[config.mk]
export PLATFORM = sky130hd
export DESIGN_NAME = instr_fetch_q
export DESIGN_NICKNAME = d
export VERILOG_FILES = /design/src/rtl/cpu_pkg.sv /design/src/rtl/ifq_fifo.sv /design/src/rtl/instr_fetch_q.sv
export SDC_FILE = /design/constraint.sdc
export NUM_CORES = 1
export LEC_CHECK = 0
export BUFFER_PORTS_ARGS = -buffer_cell sky130_fd_sc_hd__buf_4
export CORE_AREA = 2 2 165 167
export CTS_CLUSTER_DIAMETER = 150
export DETAILED_ROUTE_END_ITERATION = 16
export DIE_AREA = 0 0 167 169
export GPL_TIMING_DRIVEN = 0
export PLACE_DENSITY_LB_ADDON = 0.3
export REMOVE_ABC_BUFFERS = 1
export SLEW_MARGIN = 20
export SYNTH_ARGS = -nofsm -noshare
export SYNTH_HDL_FRONTEND = slang
export SYNTH_SLANG_ARGS = --single-unit
[constraint.sdc]
create_clock -name clk -period 9.22 [get_ports clk]
set_input_delay 0.922 -clock clk [delete_from_list [all_inputs] [get_ports clk]]
set_output_delay 0.922 -clock clk [all_outputs]
set_load 0.05 [all_outputs]
[src/rtl/cpu_pkg.sv]
// Shared definitions for the instruction-fetch receive side: JUMP opcode
// fields, fetch FSM states and the queued entry layout.
package cpu_pkg;

    localparam logic [3:0] OP_JUMP  = 4'h7;
    localparam logic [3:0] JUMP_SUB = 4'h1;

    typedef enum logic [1:0] {
        IDLE     = 2'd0,
        WAIT_IMM = 2'd1,
        PUSH     = 2'd2
    } state_t;

    typedef struct packed {
        logic [15:0] word;
        logic [11:0] imm;
    } entry_t;

    // A JUMP word carries its 12-bit target in a trailing immediate transfer
    function automatic logic is_jump(input logic [15:0] w);
        return (w[15:12] == OP_JUMP) && (w[11:8] == JUMP_SUB);
    endfunction

endpackage

[src/rtl/ifq_fifo.sv]
// In-order circular buffer of {word, imm} entries feeding the decode stage.
// A push is taken when there is room or when the head leaves in the same
// cycle. Optional status outputs (count, sticky overflow) exist only when
// IFQ_STATUS_EN is defined.
module ifq_fifo
    import cpu_pkg::*;
#(
    parameter int DEPTH = 8,
    localparam int AW = $clog2(DEPTH),
    localparam int CW = AW + 1
) (
    input  logic        clk,
    input  logic        rst,
    input  logic        push,
    input  logic [15:0] wword,
    input  logic [11:0] wimm,
    input  logic        ready,
    output logic        valid,
    output logic [15:0] rword,
    output logic [11:0] rimm,
    output logic        full,
`ifdef IFQ_STATUS_EN
    output logic [CW-1:0] count,
    output logic        overflow,
`endif
    output logic        empty
);

    localparam logic [CW-1:0] FULL_CNT = CW'(DEPTH);

    entry_t        mem [DEPTH];
    entry_t        head;
    logic [AW-1:0] wr_ptr;
    logic [AW-1:0] rd_ptr;
    logic [CW-1:0] cnt;
    logic          pop;
    logic          accept;

    assign empty  = (cnt == '0);
    assign full   = (cnt == FULL_CNT);
    assign valid  = ~empty;
    assign pop    = valid & ready;
    assign accept = push & (~full | pop);

    // Storage write; the array holds data only and is never cleared
    always_ff @(posedge clk) begin
        if (accept) begin
            mem[wr_ptr] <= {wword, wimm};
        end
    end

    // Pointers wrap naturally because DEPTH is a power of two
    always_ff @(posedge clk or posedge rst) begin
        if (rst) begin
            wr_ptr <= '0;
            rd_ptr <= '0;
            cnt    <= '0;
        end else begin
            if (accept) wr_ptr <= wr_ptr + 1'b1;
            if (pop)    rd_ptr <= rd_ptr + 1'b1;
            case ({accept, pop})
                2'b10:   cnt <= cnt + 1'b1;
                2'b01:   cnt <= cnt - 1'b1;
                default: cnt <= cnt;
            endcase
        end
    end

    // Head is read straight from storage; forced to zero while empty so the
    // outputs are defined out of reset without clearing the array
    assign head  = mem[rd_ptr];
    assign rword = empty ? 16'h0000 : head.word;
    assign rimm  = empty ? 12'h000  : head.imm;

`ifdef IFQ_STATUS_EN
    logic ovf_q;

    // Sticky record of any push lost to a full queue
    always_ff @(posedge clk or posedge rst) begin
        if (rst) begin
            ovf_q <= 1'b0;
        end else if (push & ~accept) begin
            ovf_q <= 1'b1;
        end
    end

    assign count    = cnt;
    assign overflow = ovf_q;
`endif

endmodule

[src/rtl/instr_fetch_q.sv]
// Instruction-memory receive side: detects we_IM rising edges, captures
// instruction words (plus the trailing immediate for JUMP words) and queues
// them for decode. Define IFQ_STATUS_EN to expose count and overflow.
module instr_fetch_q
    import cpu_pkg::*;
#(
    parameter int DEPTH    = 8,
    parameter int IMM_WAIT = 1,
    localparam int CW = $clog2(DEPTH) + 1
) (
    input  logic        clk,
    input  logic        rst,
    input  logic        en,
    input  logic        we_IM,
    input  logic [15:0] codein,
    input  logic [11:0] immd,
    output logic        instr_valid,
    input  logic        instr_ready,
    output logic [15:0] instr_out,
    output logic [11:0] instr_immd,
    output logic        full,
`ifdef IFQ_STATUS_EN
    output logic [CW-1:0] count,
    output logic        overflow,
`endif
    output logic        empty
);

    localparam logic [3:0] IMM_CNT = 4'(IMM_WAIT);

    state_t      state;
    state_t      nxt;
    logic        we_q;
    logic        strobe;
    logic        jump_in;
    logic        pend_q;
    logic        push;
    logic        imm_take;
    logic [3:0]  cnt_q;
    logic [15:0] word_q;
    logic [11:0] imm_q;

    assign strobe   = we_IM & ~we_q & en;
    assign jump_in  = is_jump(codein);
    // The last decrement and the immediate capture share one edge
    assign imm_take = (state == WAIT_IMM) && en && (cnt_q == 4'd1);

    // Previous we_IM level for rising-edge detection
    always_ff @(posedge clk or posedge rst) begin
        if (rst) we_q <= 1'b0;
        else     we_q <= we_IM;
    end

    // FSM state register
    always_ff @(posedge clk or posedge rst) begin
        if (rst) state <= IDLE;
        else     state <= nxt;
    end

    // FSM next state; en low abandons a JUMP still waiting for its immediate
    always_comb begin
        nxt = state;
        case (state)
            IDLE:     if (strobe && jump_in) nxt = WAIT_IMM;
            WAIT_IMM: if (!en) nxt = IDLE;
                      else if (cnt_q == 4'd1) nxt = PUSH;
            PUSH:     nxt = IDLE;
            default:  nxt = IDLE;
        endcase
    end

    // FSM outputs: non-JUMP words enter one cycle after capture, JUMPs from PUSH
    always_comb begin
        push = pend_q | (state == PUSH);
    end

    // Immediate wait counter and the one-cycle pending non-JUMP push
    always_ff @(posedge clk or posedge rst) begin
        if (rst) begin
            cnt_q  <= 4'd0;
            pend_q <= 1'b0;
        end else begin
            pend_q <= (state == IDLE) && strobe && !jump_in;
            if ((state == IDLE) && strobe && jump_in) begin
                cnt_q <= IMM_CNT;
            end else if ((state == WAIT_IMM) && (cnt_q != 4'd0)) begin
                cnt_q <= cnt_q - 1'b1;
            end
        end
    end

    // Captured word and immediate; a new strobe can only follow two cycles on
    // (we_IM must fall first), so one holding register serves both paths
    always_ff @(posedge clk) begin
        if ((state == IDLE) && strobe) begin
            word_q <= codein;
            imm_q  <= 12'h000;
        end else if (imm_take) begin
            imm_q  <= immd;
        end
    end

    ifq_fifo #(.DEPTH(DEPTH)) u_fifo (
        .clk      (clk),
        .rst      (rst),
        .push     (push),
        .wword    (word_q),
        .wimm     (imm_q),
        .ready    (instr_ready),
        .valid    (instr_valid),
        .rword    (instr_out),
        .rimm     (instr_immd),
        .full     (full),
`ifdef IFQ_STATUS_EN
        .count    (count),
        .overflow (overflow),
`endif
        .empty    (empty)
    );

endmodule

**Word-level counts from Yosys, hierarchy flattened**

Memory sizes are Yosys's and may differ from the RTL's.
Cells that the tools add are included.

- Add/subtract/negate cells: 5
- Equality and inequality tests: 10
- Mux-type cells: 11
- Bitwise gates (word level): 9
- Reduce and logical (&&, ||, !) cells: 15

Operators with widths:

| operator | count |
|---|---|
| $mux 16 | 1 |
| $mux 12 | 1 |
| $eq 4x1->1 const B | 2 |
| $logic_and 1x1->1 | 8 |
| $mux 4 | 2 |
| $pmux 4 s2 | 1 |
| $sub 4x1->4 const B | 2 |
| $add 3x1->3 const B | 2 |
| $mux 2 | 3 |
| $add 4x1->4 const B | 1 |
| $and 1x1->1 | 4 |
| $eq 2x1->1 const B | 2 |
| $eq 2x2->1 const B | 2 |
| $eq 4x3->1 const B | 1 |
| $eq 4x4->1 const B | 1 |
| $logic_not 4->1 | 1 |
| $pmux 2 s2 | 1 |
| $reduce_bool 2->1 | 2 |
| $reduce_bool 4->1 | 1 |
| $ne 3x3->1 const B | 1 |
| $not 1->1 | 3 |
| $logic_not 2->1 | 1 |
| $mux 1 | 2 |
| $ne 2x2->1 const B | 1 |
| other kinds (3) | 4 |

- Memories kept: 1
- Register bits after elaboration: 46
- Memory bits (writable): 224
- Bits of input ports: 33
- Logic and storage cells: 60
- Output and inout port bits: 31

Memory list:

| memory | depth | bits a word | read ports | clocked after Yosys merged registers in | wr ports | RTL line | source |
|---|---|---|---|---|---|---|---|
| u_fifo.mem | 8 | 28 | 1 | 0 | 1 | ifq_fifo.sv:31 | `entry_t mem [DEPTH];` |

**Longest topological paths before layout**

Gate-level depths: netlist (run 1).

- Depth after elaboration: 7
- Gate-level depth with buffers: 10

**Hierarchy**

A second synthesis (run 1) with hierarchy kept.

- Cells, all modules: 540
- Area total of the unflattened synthesis: 10580.1 sq um

By module, submodules not included:

| module | times used | sequential area each (sq um) | area each (sq um) | cells each |
|---|---|---|---|---|
| ifq_fifo | 1 | 6976.7 | 9187.6 | 426 |
| instr_fetch_q | 1 | 920.9 | 1392.6 | 114 |

**Worst setup path before layout (run 1)**

No wires, ideal clock.

- Kind: input to register
- Start: in instr_ready
- End: mem u_fifo.mem[0][0] (netlist bit), enable pin
- Stages on the path: 2
- Setup slack: 4999 ps
- Data arrival time: 3738 ps
- Cell sequence: o22ai_4 -> nor4_1

- Word-level cells in the longest chain between the ends: 5

RTL lines:

| what | RTL line | source |
|---|---|---|
| from (decl) | instr_fetch_q.sv:18 | `input logic instr_ready,` |
| $and 1x1->1 | ifq_fifo.sv:42 | `assign pop = valid & ready;` |
| $or 1x1->1 | ifq_fifo.sv:43 | `assign accept = push & (~full \| pop);` |
| $and 1x1->1 | ifq_fifo.sv:43 |  |
| $mux 1 | ifq_fifo.sv:47 | `if (accept) begin` |
| $mux 1 (not written as such) | ifq_fifo.sv:48 | `mem[wr_ptr] <= {wword, wimm};` |
| to (decl) | ifq_fifo.sv:31 |  |

Every way passes these cells.

**Worst setup path after layout (run 1)**

- Start: reg u_fifo.rd_ptr[0]
- End: out instr_out[8]

- Word-level cells in the longest chain between the ends: 2

RTL lines:

| what | RTL line | source |
|---|---|---|
| from (decl) | ifq_fifo.sv:34 | `logic [AW-1:0] rd_ptr;` |
| from (signal assigned) | ifq_fifo.sv:60 | `if (pop) rd_ptr <= rd_ptr + 1'b1;` |
| $mem_v2 8x28 | n/a |  |
| $mux 16 | ifq_fifo.sv:72 | `assign rword = empty ? 16'h0000 : head.word;` |
| to (decl) | instr_fetch_q.sv:19 | `output logic [15:0] instr_out,` |

Every way passes these cells.

==> flow_summary_export.csv, run 1 <==
group,metric,value,unit
layout,ff_latch_area,7910,µm²
cts,cts_buffer_depth,3,
floorplanning,start_util,39.3,%
synth,synth_cells,509,
cts,cts_sinks,270,
route,dr_wl_met3,1.07,mm
floorplanning,rows,60,
sta,hold_viol_final,0,
synth,synthXorXnorAreaFrac,1.01,%
synth,synth_top_family_by_area,"multiplexers",
layout,layout-drive-gt1-share,33.2,%
sta,tns,0,ns
run,cap_viol_max_count,0,
place,gp_congestion,0.746,
critical_path,crit-reg2reg-launch,"u_fifo.cnt[1]",
critical_path,r2r_end,"u_fifo.mem[1][6]",
route,dr.max_layer_used,"met4",
route,dr.pass1.iters,4,
route,routedWlPerCell,21.4,µm
synth,synth.distinct_cells,39,
route,drc,0,
critical_path,r2r_cells,6,
global_routing,antenna_found_initial,0,
power,powerDensity,305,nW/µm²
synth,yosys-top-cells-area,"edfxtp_1 69%, mux4_2 12%, dfrtp_1 4.3%",
synth,ys_warn_count,0,
sta,fmax,274,MHz
synth,avgSynthCellArea,20.5,µm²
sta,slew_violations,0,
route,vias_per_cell,5.15,
floorplanning,coreArea,26500,µm²
critical_path,required,8.30,ns
global_routing,grt_max_degree,42,
synth,synthAdderAreaFrac,0.841,%
global_routing,grt_overflow_total,0,
critical_path,start_kind,"flip-flop",
synth,syn_area,10400,µm²
sta,fin_crit_sh,39.6,%
place,port_buffers,63,
synth,synthMuxAreaShare,16.5,%
sta,rsz0062_at_grt,"no",
place,dpl-instance-area,11600,µm²
route,vias,5004,
layout,syn_to_final_growth,20.0,%
layout,final_common_cell,"edfxtp_1",
critical_path,crit_type,"reg2out",
cts,htree_levels,1,
synth,synth_top_cell_by_area,"edfxtp_1",
cts,postCtsSetupRepairBufs,0,
run_status,run_status,"completed",
cts,numCtsBuffers,28,
route,dr.first_iter.drc_count,344,
place,dp_hpwl,13.0,mm
critical_path,r2r_slack,6.39,ns
synth,synth-simple-area-share,3.66,%
global_routing,grt_pass1_vias,5429,
critical_path,arrival,2.73,ns
route,ant_nets,0,
floorplanning,die_h,169,µm
synth,synth.top_cell.area_share,69.2,%
critical_path,crit_path_end,"instr_out[8]",
route,dr_wl_met2,10.1,mm
floorplanning,die_area,28200,µm²
sta,min_period,3.65,ns
synth,synth-seq-cells,270,
layout,mostFrequentLayoutCells,"240 x edfxtp_1, 77 x buf_4, 56 x mux4_2",
floorplanning,ios,64,
cts,hold_buffers,0,
hold_path,min_from,"u_fifo.cnt[3]",
power,peakVddDrop,0.274,mV
cts,clkTransAtPathRegs,0.06,ns
synth,seq_area_frac_synth,75.8,%
global_routing,grt_use_total,15.1,%
critical_path,critPathLaunch,"u_fifo.rd_ptr[0]",
cts,clk_latency,0.53,ns
cts,postCtsResizedCells,0,
cts,tritoncts,"built",
sta,slew_headroom,28.4,%
critical_path,crit_path_max_fanout,34,
sta,setup_viol,0,
layout,fillers,2182,
layout,multi_input_comb_area,2420,µm²
sta,skew,0.0106,ns
layout,stdcell_area,12500,µm²
layout,nets,648,
power,power.leakage,4.19,nW
route,wirelength,20.8,mm
floorplanning,die_w,167,µm
cts,cts-root-buf,"clkbuf_16",
synth,synth_compound_gate_area_share,0.781,%
sta,tightest_slew,1.07,ns
layout,n_antenna_cell,0,
hold_path,hold_path_class,"reg2reg",
global_routing,grt_pass1_wl,32.2,mm
route,m1WireLength,9.28,mm
critical_path,crit_path_end_kind,"output port",
-- final cells by class --
cell class              count  area share, %
clock buffers              38           6.24
clock inverters            14          0.941
inverters                   7          0.210
multi-input cells         209           19.4
flip-flops and latches    270           63.3
well taps                 341           3.41
repair buffers             92           6.55
-- worst min-delay path by stage --
stage	to	slack [ns]	cells past startpoint
3_5_place_dp	u_fifo.cnt[3]	0.49	1
3_3_place_gp	u_fifo.cnt[3]	0.47	1
6_report	u_fifo.cnt[3]	0.50	1
5_1_grt	we_q	0.50	1
2_1_floorplan	u_fifo.cnt[3]	0.46	1
4_1_cts	we_q	0.49	1
-- critical path: stages, from the launching register on --
cell     delay, ns
dfrtp_4       0.77
buf_16        0.33
mux4_2        0.54
mux2i_1       0.23
nor2_1        0.07
buf_4         0.22
-- through the flow --
| step | util [%] | hold slack, ns | setup WS [ns] | power (mW) | instances |
|---|---|---|---|---|---|
| 4_1_cts | 47.2 | 0.492 | 5.44 | 3.87 | 971 |
| 3_5_place_dp | 43.8 | 0.494 | 6.01 | 2.78 | 919 |
| 6_report | 47.2 | 0.502 | 5.57 | 3.82 | 971 |
| 5_1_grt | 47.2 | 0.496 | 5.33 | 3.98 | 971 |
| 2_1_floorplan | - | 0.456 | 4.75 | 2.40 | 486 |
| 3_3_place_gp | 42.2 | 0.473 | 1.79 | 2.77 | 890 |
-- metal layers --
metal / up-vias / track usage [%]
met5: - / 0
met4: 0 / 3.19
met3: 32 / 2.53
met2: 144 / 24.8
met1: 2589 / 21.4
li1: 2239 / -
-- power by group --
part / internal, mW / switching [mW] / total, mW
clock: 0.646 / 0.435 / 1.08
sequential: 1.39 / 0.142 / 1.54
combinational: 0.496 / 0.702 / 1.20
total: 2.54 / 1.28 / 3.82
-- synthesized netlist by cell type, drive strengths merged --
| library cell | instances |
|---|---|
| dfxtp | 12 |
| or4 | 1 |
| o41ai | 1 |
| a211oi | 1 |
| o311a | 1 |
| mux4 | 56 |
| and3 | 2 |
| edfxtp | 240 |
| nor2 | 50 |
| nor2b | 4 |
| nor3b | 2 |
| clkbuf | 6 |
| o22ai | 1 |
| a21oi | 1 |
| mux2i | 40 |
| nor3 | 6 |
| or4b | 1 |
| nand2 | 6 |
| mux2 | 4 |
| xor2 | 6 |
| nand4b | 1 |
| a21boi | 1 |
| nand2b | 3 |
| buf | 17 |
| o21ai | 1 |
| inv | 7 |
| xnor2 | 6 |
| ha | 7 |
| a41oi | 1 |
| o221ai | 1 |
| and2 | 2 |
| dfrtp | 18 |
| nor4b | 1 |
| nor4 | 2 |
-- cells by family (layout without fill, tap and decap cells) --
logic type	count (synthesis)	count (layout)
DFF	270	270
muxes	100	100
and+or+nand+nor	81	81
buffers and inverters	30	151
xor gates and xnor gates	12	12
AOI/OAI and AO/OA	9	9
adders and majority gates	7	7
-- state kept, by name (all words and copies together), names as in the netlist, 2 cells and up --
signal         flops
cnt_q              4
imm_q             12
state              2
u_fifo.cnt         4
u_fifo.mem       224
u_fifo.rd_ptr      3
u_fifo.wr_ptr      3
word_q            16
Note: power is estimated with default switching activity, not from simulation.
==> run 2, diff against run 1 <==
==> constraint.sdc (replaced) <==
create_clock -name clk -period 3.1 [get_ports clk]
set_input_delay 0.31 -clock clk [delete_from_list [all_inputs] [get_ports clk]]
set_output_delay 0.31 -clock clk [all_outputs]
set_load 0.05 [all_outputs]
==> run 2 against run 1 <==
Net effect: clock skew is essentially flat; final cell count rose by 2.0%; sequential power increased to 2.9 times the previous value; hold slack lost 0.48 ns; power increased to 3.0 times the previous value; via count is 0.74% higher; combinational power grew to 3.0 times the previous value; largest power group unchanged; critical endpoint unchanged; first-iteration DRC count is 17% higher; sequential share of layout area is 0.97 points lower; non-clock buffer count grew 19; critical path depth unchanged.
==> flow_summary_export.csv, run 2 (synthesis results as in run 1) <==
group,metric,value,unit
critical_path,crit-reg2reg-launch,"u_fifo.cnt[1]",
sta,hold_viol_final,0,
cts,tritoncts,"built",
cts,htree_levels,1,
cts,numCtsBuffers,28,
floorplanning,ios,64,
layout,syn_to_final_growth,21.9,%
sta,skew,0.0102,ns
sta,whs,0.0217,ns
critical_path,required,2.79,ns
cts,cts-root-buf,"clkbuf_16",
critical_path,arrival,2.59,ns
run_status,run_status,"completed",
hold_path,hold_path_class,"in2reg",
run,cap_viol_max_count,0,
critical_path,crit_type,"reg2out",
sta,fin_crit_sh,93.6,%
critical_path,start_kind,"flip-flop",
layout,mostFrequentLayoutCells,"240 x edfxtp_1, 77 x buf_4, 56 x mux4_2",
cts,cts_buffer_depth,3,
route,routedWlPerCell,21.1,µm
place,port_buffers,63,
sta,slew_violations,0,
route,vias_per_cell,5.09,
layout,layout-drive-gt1-share,32.4,%
place,dpl-instance-area,11600,µm²
global_routing,grt_overflow_total,0,
floorplanning,die_area,28200,µm²
sta,tns,0,ns
place,gp_congestion,0.746,
hold_path,min_from,"immd[10]",
sta,fmax,345,MHz
power,power.leakage,4.28,nW
layout,final_common_cell,"edfxtp_1",
layout,nets,667,
floorplanning,start_util,39.3,%
sta,rsz0062_at_grt,"no",
layout,fin_util,47.9,%
route,vias,5041,
layout,stdcell_area,12700,µm²
layout,top_register,"u_fifo.mem",
hold_path,min_to,"imm_q[10]",
route,ant_nets,0,
cts,clk_latency,0.53,ns
power,finalPower,11.4,mW
sta,min_period,2.90,ns
layout,reg_top3,"u_fifo.mem x224, word_q x16, imm_q x12",
global_routing,grt_pass1_wl,32.5,mm
cts,cts_sinks,270,
global_routing,grt_max_degree,42,
sta,slew_headroom,30.0,%
floorplanning,die_w,167,µm
critical_path,r2r_slack,0.27,ns
global_routing,antenna_found_initial,0,
critical_path,crit_path_max_fanout,34,
route,dr.pass1.iters,4,
power,peakVddDrop,0.814,mV
hold_path,hold_depth,3,
place,dp_hpwl,13.0,mm
power,powerDensity,898,nW/µm²
floorplanning,rows,60,
route,drc,0,
sta,tightest_slew,1.05,ns
route,wirelength,20.9,mm
cts,clkTransAtPathRegs,0.06,ns
floorplanning,die_h,169,µm
critical_path,r2r_end,"u_fifo.mem[1][6]",
global_routing,grt_use_total,15.2,%
layout,n_antenna_cell,0,
critical_path,r2r_cells,6,
route,dr.first_iter.drc_count,402,
critical_path,crit_path_end_kind,"output port",
sta,setup_viol,0,
layout,largest_reg_flops,224,
floorplanning,coreArea,26500,µm²
cts,postCtsResizedCells,0,
global_routing,grt_pass1_vias,5517,
[run 2: worst max-delay path, cell delays in order (launching register included)]
cell and delay (ns):
dfrtp_4 0.63, buf_16 0.31, mux4_2 0.54, mux2i_1 0.25
nor2_1 0.08, buf_4 0.22
[run 2: timing repair]
item | in CTS | in global routing
buffers inserted | 1 | 0
hold buffers | 18 | 0
endpoints found under the hold margin | 35 | 0
endpoints found under the setup margin | 4 | 0
[run 2: area by class of cell]
| class | instances | area [µm²] |
|---|---|---|
| Fill cell | 2167 | 13800 |
| Sequential cell | 270 | 7910 |
| Multi-Input combinational cell | 209 | 2420 |
| Timing Repair Buffer | 111 | 1010 |
| Clock buffer | 38 | 779 |
| Tap cell | 341 | 427 |
| Clock inverter | 14 | 118 |
| Inverter | 7 | 26.3 |
[run 2: routing by layer]
metal	wire length [µm]	global-route usage (%)	vias to the layer above
li1	-	-	2276
met1	9150	21.5	2601
met2	10200	25.2	135
met3	1210	2.48	29
met4	323	3.07	0
met5	0	0	-
[run 2: power breakdown]
| group | switching (mW) | total [mW] | internal, mW |
|---|---|---|---|
| Clock | 1.30 | 3.22 | 1.92 |
| Combinational | 2.14 | 3.65 | 1.51 |
| Sequential | 0.378 | 4.53 | 4.15 |
| Total | 3.82 | 11.4 | 7.58 |
[run 2: how the worst max path moves through the flow]
stage | from | cells past startpoint | end
final | u_fifo.rd_ptr[0] | 5 | instr_out[8]
after global routing | u_fifo.rd_ptr[0] | 5 | instr_immd[1]
after CTS | u_fifo.rd_ptr[0] | 5 | instr_immd[1]
after detailed placement | u_fifo.cnt[1] | 6 | u_fifo.mem[1][15]
after global placement | state[0] | 3 | u_fifo.mem[0][17]
after floorplan | state[0] | 3 | u_fifo.mem[0][0]
[run 2: metrics by stage]
step	instances	setup WS [ns]
2_1_floorplan	486	-0.865
3_3_place_gp	890	-3.98
3_5_place_dp	919	0.273
4_1_cts	990	0.119
5_1_grt	990	0.0305
6_report	990	0.199
